<file path="src/rtl/div_seq_ctrl.sv">
// div_seq_ctrl: sequences DIV/DIVU between the E stage and the multi-cycle div core.
// Define DIV_ZERO_FAST_EN to answer divide-by-zero without running the core.
module div_seq_ctrl #(
  parameter int WIDTH      = 32,
  parameter int MAX_CYCLES = 40
) (
  input  logic               clk,
  input  logic               rst,
  input  logic               i_op_div,
  input  logic               i_op_signed,
  input  logic [WIDTH-1:0]   i_src_a,
  input  logic [WIDTH-1:0]   i_src_b,
  input  logic               i_flush,
  input  logic               i_ex_adv,
  input  logic [2*WIDTH-1:0] i_core_result,
  input  logic               i_core_ready,
  output logic               o_core_start,
  output logic               o_core_signed,
  output logic [WIDTH-1:0]   o_core_a,
  output logic [WIDTH-1:0]   o_core_b,
  output logic               o_core_annul,
  output logic               o_div_stall,
  output logic               o_hilo_we,
  output logic [2*WIDTH-1:0] o_hilo_wdata,
  output logic               o_div_err
);
  typedef enum logic [1:0] {IDLE, BUSY, DONE} state_t;
  localparam int CW = $clog2(MAX_CYCLES + 1);
  state_t             r_state;
  logic [CW-1:0]      r_cnt;
  logic [2*WIDTH-1:0] r_res;
  logic [WIDTH-1:0]   r_a, r_b;
  logic               r_start, r_signed, r_err;
  logic               w_go, w_fast, w_tmo;
  assign w_go = r_state == IDLE && i_op_div && !i_flush;
`ifdef DIV_ZERO_FAST_EN
  assign w_fast = w_go && i_src_b == '0;
`else
  assign w_fast = 1'b0;
`endif
  // flush and ready both outrank the watchdog in the same cycle
  assign w_tmo = r_state == BUSY && !i_flush && !i_core_ready && r_cnt == CW'(MAX_CYCLES - 1);
  always_ff @(posedge clk)
    if (rst) begin
      r_state  <= IDLE;
      r_cnt    <= '0;
      r_res    <= '0;
      r_a      <= '0;
      r_b      <= '0;
      r_start  <= 1'b0;
      r_signed <= 1'b0;
      r_err    <= 1'b0;
    end else
      case (r_state)
        IDLE: if (w_go) begin
          r_a      <= i_src_a;
          r_b      <= i_src_b;
          r_signed <= i_op_signed;
          r_cnt    <= '0;
          r_start  <= !w_fast;
          r_res    <= w_fast ? {i_src_a, {WIDTH{1'b1}}} : r_res;
          r_state  <= w_fast ? DONE : BUSY;
        end
        BUSY: if (i_flush) begin
          r_start <= 1'b0;
          r_state <= IDLE;
        end else if (i_core_ready) begin
          r_res   <= i_core_result;
          r_start <= 1'b0;
          r_state <= DONE;
        end else if (w_tmo) begin
          r_err   <= 1'b1;
          r_res   <= '0;
          r_start <= 1'b0;
          r_state <= DONE;
        end else
          r_cnt <= r_cnt + 1'b1;
        default: if (i_ex_adv || i_flush) r_state <= IDLE;
      endcase
  assign o_core_start  = r_start;
  assign o_core_signed = r_signed;
  assign o_core_a      = r_a;
  assign o_core_b      = r_b;
  assign o_hilo_wdata  = r_res;
  assign o_div_err     = r_err;
  assign o_div_stall   = !rst && (r_state == BUSY || w_go);
  assign o_core_annul  = !rst && r_state == BUSY && (i_flush || w_tmo);
  assign o_hilo_we     = !rst && r_state == DONE && i_ex_adv && !i_flush;
endmodule

</file>
<file path="config.mk">
export PLATFORM = sky130hd
export DESIGN_NAME = div_seq_ctrl
export DESIGN_NICKNAME = d
export VERILOG_FILES = /design/src/rtl/div_seq_ctrl.sv
export SDC_FILE = /design/constraint.sdc
export NUM_CORES = 1
export LEC_CHECK = 0
export BUFFER_PORTS_ARGS = -buffer_cell sky130_fd_sc_hd__buf_2
export CORE_MARGIN = 8
export CORE_UTILIZATION = 30
export DETAILED_ROUTE_END_ITERATION = 6
export PLACE_DENSITY_LB_ADDON = 0.12
export SLEW_MARGIN = 20
export SYNTH_ARGS = -nofsm -noshare
export SYNTH_HDL_FRONTEND = slang
export SYNTH_SLANG_ARGS = --single-unit
</file>
<file path="constraint.sdc">
create_clock -name clk -period 3.85 [get_ports clk]
set_clock_uncertainty 0.15 [all_clocks]
set_input_delay 0.1925 -clock clk [delete_from_list [all_inputs] [get_ports clk]]
set_output_delay 0.1925 -clock clk [all_outputs]
set_load 0.02 [all_outputs]
</file>
======== Word-level counts from Yosys, hierarchy flattened ========
Index checks and enable logic that the tools add are counted.
word-level totals
  bits in writable memories ............... 0
  register bits after elaboration ......... 139
  output and inout port bits .............. 134
  bits of input ports ..................... 135
  memory bits (read-only) ................. 0
  bits in latches ......................... 0
  logic and storage cells ................. 64
  memories ................................ 0
cells by class
  bitwise operators ....................... 2
  eq/ne operators ......................... 8
  multiplexer cells ....................... 18
  reductions and logical operators ........ 27
  div/mod/pow operators ................... 0
  multipliers ............................. 0
  shift operators ......................... 0
  add/subtract/negate cells ............... 1
  order comparisons ....................... 0
operators with widths
  cell                                                  number
  2-to-1 mux 64 bit                                     2
  2-to-1 mux 6 bit                                      4
  one-hot mux 6 bit (2 select lines)                    1
  logical AND 1 bit                                     11
  2-to-1 mux 2 bit                                      5
  AND reduction 3 bit                                   3
  inequality test 2 bit (second input constant)         4
  adder 6 x 1 -> 6 bit (second input constant)          1
  equality test 6 bit (second input constant)           1
  AND reduction 5 bit                                   1
  2-to-1 mux 1 bit                                      4
  inequality test 4 bit (second input constant)         1
  one-hot mux 2 bit (2 select lines)                    1
  AND reduction 4 bit                                   1
  nonzero test 2 bit                                    2
  logical NOT 1 bit                                     3
  logical OR 1 bit                                      3
  nonzero test 3 bit                                    1
  equality test 2 x 1 -> 1 bit (second input constant)  1
  equality test 2 bit (second input constant)           1
  logical NOT 2 bit                                     1
  inverter 1 bit                                        2
  one-hot mux 1 bit (2 select lines)                    1
  AND reduction 2 bit                                   1

======== Logic depth before layout (Yosys ltp) ========
Gate-level depths: netlist of run 1.
  word-level depth ........................ 8
  mapped depth ............................ 6

======== Worst setup path before layout of run 1 ========
No wires, ideal clock.
  path type ............................... reg-to-output
  from .................................... reg r_state[1]
  to ...................................... out o_div_stall
  required time ........................... 3.507 ns
  setup slack ............................. 1.741 ns
  cell stages (with the launch flop) ...... 6
  arrival ................................. 1.767 ns
  cells stage by stage .................... dfxtp_1 buf_6 or4b_2 clkbuf_1 buf_2 a21oi_1
between the ends
  cells in the longest elaborated chain, start to end .. 5
  elaborated cells on any way between the ends .. 6
  those cells by class .................... 1 x eq/ne; 5 x reduce/logical
ends and longest elaborated chain
  what                             RTL line  text
  start: declaration               29        state_t r_state;
  start signal: assignment         62        r_state <= w_fast ? DONE : BUSY;
  logical NOT 2 bit                35        assign w_go = r_state == IDLE && i_op_div && !i_flush;
  logical AND 1 bit (2 in series)  35
  logical OR 1 bit *               86        assign o_div_stall = !rst && (r_state == BUSY || w_go);
  logical AND 1 bit *              86
  end: declaration                 22        output logic o_div_stall,
Mark *: on every way between the ends. The rest lies on a longest branch, timed or not.

======== Worst setup path after layout of run 1 ========
  from .................................... in i_flush
  to ...................................... out o_div_stall
between the ends
  cells in the longest elaborated chain, start to end .. 4
ends and longest elaborated chain
  what                RTL line  text
  start: declaration  13        input logic i_flush,
  logical NOT 1 bit   35
  logical AND 1 bit   35
  logical OR 1 bit    86
  logical AND 1 bit   86
No other way between the ends.

==> results of run 1 <==
## power groups by stage
stage	registers (uW)	logic (uW)	clock network, uW
after global placement	1530	291	0
after CTS	1500	402	1740
final	1510	403	1700
after detailed placement	1540	295	0
after global routing	1510	437	1820
after floorplan	1590	106	0
## cell families (layout without fill, tap and decap cells)
logic type	after synthesis	after routing	synth area share, %
fa+ha+maj	1	1	0.264
buf+inv	40	440	4.21
simple gates	164	164	14.9
mux	1	1	0.238
flops	139	139	58.8
compound gates	149	149	21.6
## flip-flops by register name, summed over array words and instances, names as in the netlist
signal and count:
o_core_start 1, o_core_signed 1, o_hilo_wdata 64, o_core_b 32, r_cnt 6, o_core_a 32
o_div_err 1, r_state 2
## cell usage in the layout, fill, tap and decap left out, drive strengths merged, types with 2 or more instances in the layout
master       Yosys  layout
nor3             4       4
nor2             4       4
nand2          135     135
dlygate4sd3      0     133
buf             26     274
o21ai            2       2
nor4             2       2
dfxtp          139     139
nand3            5       5
a22o            64      64
nand2b           3       3
nand3b           2       2
clkbuf          12      21
inv              2       2
bufinv           0       4
a21oi           75      75
clkinv           0       5
## layer usage
layer | part of all wire [%] | global-route usage (%) | up-vias
met5 | 0 | 0 | -
met4 | 1.8 | 6.44 | 0
met3 | 9.5 | 6.79 | 25
met2 | 48 | 26.9 | 204
met1 | 41 | 19.7 | 2345
li1 | - | - | 2492
## per-stage QoR
stage	total power, uW	util [%]	worst slack [ns]	cell area, um^2
2_1_floorplan	1690	-	1.74	4730
3_3_place_gp	1830	39.7	1.52	6220
3_5_place_dp	1830	39.7	1.47	6220
4_1_cts	3650	52.2	1.10	8170
5_1_grt	3770	52.2	1.00	8170
6_report	3610	52.2	1.09	8170
## what timing repair did
item | 4_1_cts | 5_1_grt
hold endpoints to repair | 132 | 0
hold buffers | 133 | 0
buffers inserted | 0 | 0
## worst paths after layout
path | startpoint | to | slack [ns] | cells past startpoint
max | i_flush | o_div_stall | 1.09 | 5
min reg2reg | o_core_a[29] | o_core_a[29] | 0.30 | 2
max reg2reg | r_state[1] | o_core_b[16] | 1.45 | 4
min | rst | r_cnt[4] | 0.06 | 2
## final cells by class
type                       count  area [um^2]
fill                        1444         7490
sequential                   139         2780
timing repair buffer         407         2720
multi-input combinational    315         1770
clock buffer                  21          450
tap                          216          270
clock inverter                10          168
inverter                       2         7.51
==> impl_metrics.json, run 1 <==
{
  "avgSynthCellArea_um2": 9.58,
  "crit_type": "in2out",
  "path_cells": "dlygate4sd3_1 > buf_2 > or4b_2 > a21oi_1 > buf_2",
  "synth_area_um2": 4730,
  "clk_pin_slew_worst_paths_ns": 0.05,
  "numCtsBuffers": 17,
  "finalSetupTns_ns": 0,
  "grt_pass1_vias": 5166,
  "crit_path_end_kind": "primary output",
  "synth_cells": 494,
  "cts-root-buf": "clkbuf_16",
  "synthTopCellsByArea": "dfxtp_1 (59%), a22o_1 (12%), nand2_1 (11%), a21oi_1 (7.9%), buf_2 (1.6%)",
  "leakage_uw": 0.00380,
  "peakVddDrop_v": 0.000281,
  "numClockSinks": 139,
  "critPathMaxStageDelay_ns": 1.00,
  "antenna_found_initial": 0,
  "max_freq_ghz": 0.362,
  "rsz0062_at_grt": "no",
  "cp.arrival_ns": 2.42,
  "nets": 1018,
  "grt_pass1_wl_um": 27100,
  "io_buffers": 268,
  "tightest_slew_ns": 0.735,
  "pwr-share-clk_pct": 47.2,
  "coreArea_um2": 15700,
  "fin_cells": 1110,
  "dieArea_um2": 20000,
  "overflow": 0,
  "dpl.hpwl_um": 11000,
  "power_frac_seq_pct": 41.7,
  "io_pins": 269,
  "firstDrtPassIters": 4,
  "switching_share_pct": 22.9,
  "ys.flop_type": "dfxtp_1",
  "initial_core_util_pct": 30.2,
  "period_share_pct": 71.7,
  "finalHoldViolations": 0,
  "required_ns": 3.51,
  "grt_use_total_pct": 16.8,
  "cts_max_level": 4,
  "critPathSlowestCell": "or4b_2",
  "synthTopCellsByCount": "dfxtp_1 (139), nand2_1 (135), a21oi_1 (75), a22o_1 (64), buf_2 (15)",
  "insertion_delay_ns": 0.41,
  "path_max_fanout": 35,
  "grt_max_degree": 65,
  "fin_crit_ns": 2.76,
  "yosysMostFrequentCell": "dfxtp_1",
  "yosysSeqAreaShare_pct": 58.8,
  "vias": 5066,
  "async_flop_share_pct": 0,
  "fp.dieW_um": 142,
  "maxCapViolCount": 0,
  "setup_viol": 0,
  "cts_max_path_buffers": 2,
  "combPwrFrac_pct": 11.2,
  "drc_errors": 0,
  "placedCellCount": 946,
  "diodes": 0,
  "drtIter0Drc": 163,
  "cts_resized": 0,
  "hp-class": "in2reg",
  "wl_per_cell_um": 15.4,
  "die_h_um": 142,
  "path_buf_inv": 3,
  "place.gp.congestion": 0.772,
  "p_int_uw": 2780,
  "synth-edff-count": 0,
  "yosys_warnings": 0,
  "power_density_nw_per_um2": 442,
  "crit_family": "simple AND/OR/NAND/NOR gates",
  "rows": 46,
  "cts_tree": "yes",
  "area_growth_pct": 72.7,
  "switchingPower_uw": 828,
  "holdWs_ns": 0.0599,
  "yosys.cell_types.count": 38,
  "outcome": "completed",
  "cp-start-kind": "input port",
  "crit_top_cell": "buf_2",
  "synth.net_count": 630,
  "vias_per_cell": 4.56,
  "synth_top_area_share_pct": 58.8,
  "ys_ff_latch": 139,
  "drive_above_1_share_pct": 34.6,
  "slew_violations": 0,
  "relSlewSlack_pct": 51.0,
  "ant_nets": 0,
  "synth_largest_area_cell": "dfxtp_1",
  "routed_wl_um": 17100
}
No activity file was read; power rests on OpenSTA's default activity.
==> inputs of run 2 (changes only) <==
Clock period 3.85 ns to 2.5 ns, I/O delays scaled along.
==> impl_metrics.json, run 2 (synthesis results as in run 1) <==
{
  "outcome": "completed",
  "crit_start": "r_cnt[0]",
  "drive_above_1_share_pct": 34.7,
  "io_pins": 269,
  "crit-reg2reg-capture": "o_hilo_wdata[20]",
  "initial_core_util_pct": 30.2,
  "reg2reg_depth": 6,
  "setup_viol": 0,
  "maxCapViolCount": 0,
  "grt_pass1_vias": 5066,
  "hold_start": "i_op_div",
  "rsz0062_at_grt": "no",
  "relSlewSlack_pct": 59.2,
  "max_freq_ghz": 0.452,
  "cts_max_level": 4,
  "dieArea_um2": 20000,
  "diodes": 0,
  "ant_nets": 0,
  "area_growth_pct": 73.0,
  "power_density_nw_per_um2": 666,
  "vias_per_cell": 4.52,
  "grt_pass1_wl_um": 26100,
  "r2r_slack_ns": 0.50,
  "cts-root-buf": "clkbuf_16",
  "place.gp.congestion": 0.742,
  "fin_cells": 1109,
  "insertion_delay_ns": 0.41,
  "cts_max_path_buffers": 2,
  "largest_reg_flops": 64,
  "antenna_found_initial": 0,
  "path_max_fanout": 4,
  "drtIter0Drc": 229,
  "numCtsBuffers": 17,
  "cp.arrival_ns": 1.94,
  "final_cell_mix": "buf_2 (268), dfxtp_1 (139), nand2_1 (135), dlygate4sd3_1 (132), a21oi_1 (75)",
  "drc_errors": 0,
  "crit_type": "reg2out",
  "grt_max_degree": 67,
  "timing.rr.start": "r_cnt[0]",
  "nets": 1017,
  "io_buffers": 268,
  "crit_end": "o_core_annul",
  "overflow": 0,
  "slew_violations": 0,
  "die_h_um": 142,
  "cts_tree": "yes",
  "holdWs_ns": 0.0191,
  "rows": 46,
  "wl_per_cell_um": 14.9,
  "firstDrtPassIters": 4,
  "dpl.hpwl_um": 10800,
  "utilization_pct": 52.3,
  "hp-class": "in2reg",
  "final_common_cell": "buf_2",
  "period_share_pct": 88.6,
  "numClockSinks": 139,
  "crit_path_end_kind": "primary output",
  "required_ns": 2.23,
  "clk_pin_slew_worst_paths_ns": 0.06,
  "finalHoldViolations": 0,
  "finalSetupTns_ns": 0,
  "peakVddDrop_v": 0.000437,
  "cp-start-kind": "flip-flop",
  "vias": 5009,
  "leakage_uw": 0.00380,
  "routed_wl_um": 16500,
  "fin_crit_ns": 2.21,
  "coreArea_um2": 15700,
  "tightest_slew_ns": 0.612,
  "placedCellCount": 946,
  "grt_use_total_pct": 16.0,
  "fp.dieW_um": 142,
  "fillers": 1422
}
[run 2: layout make-up]
class / count / area (um^2) / area share, %
well taps: 216 / 270 / 3.30
repair buffers: 406 / 2760 / 33.7
flip-flops and latches: 139 / 2780 / 34.0
inverters: 2 / 7.51 / 0.0917
multi-input cells: 315 / 1780 / 21.7
clock buffers: 20 / 447 / 5.46
clock inverters: 11 / 145 / 1.77
[run 2: power by group]
group	total [uW]	switching (uW)	internal (uW)
Clock	2510	919	1590
Combinational	627	309	318
Sequential	2320	33.7	2280
Total	5450	1260	4190
[run 2: per-layer routing]
layer | wire, um | track usage (%)
met5 | 0 | 0
met4 | 206 | 5.20
met3 | 1410 | 6.49
met2 | 7740 | 25.6
met1 | 7180 | 19.2
[run 2: worst min-delay path by stage]
stage	to	slack, ns	cells past startpoint
after floorplan	o_hilo_wdata[0]	0.11	1
after global placement	o_hilo_wdata[3]	0.19	2
after detailed placement	o_hilo_wdata[42]	0.20	2
after CTS	r_state[0]	0.004	5
after global routing	r_state[0]	0.03	5
final	r_state[0]	0.02	5
[run 2: what timing repair did]
item,4_1_cts,5_1_grt
setup buffers,0,0
gates resized for setup,1,0
endpoints found under the hold margin,133,0
hold buffers,132,0
endpoints found under the setup margin,1,0
[run 2: per-stage QoR]
| stage | instance area, um^2 | worst slack (ns) | total power (uW) |
|---|---|---|---|
| floorplan | 4730 | 0.458 | 2600 |
| global placement | 6270 | 0.406 | 2820 |
| detailed placement | 6270 | 0.367 | 2830 |
| CTS | 8190 | 0.234 | 5530 |
| global route | 8190 | 0.157 | 5670 |
| finish | 8190 | 0.286 | 5450 |
[run 2: critical path: stages (launching register included)]
cell	delay (ns)
dfxtp_1	0.37
ha_1	0.22
and4bb_1	0.30
and2_1	0.21
a21oi_1	0.08
nor3_1	0.15
buf_2	0.20
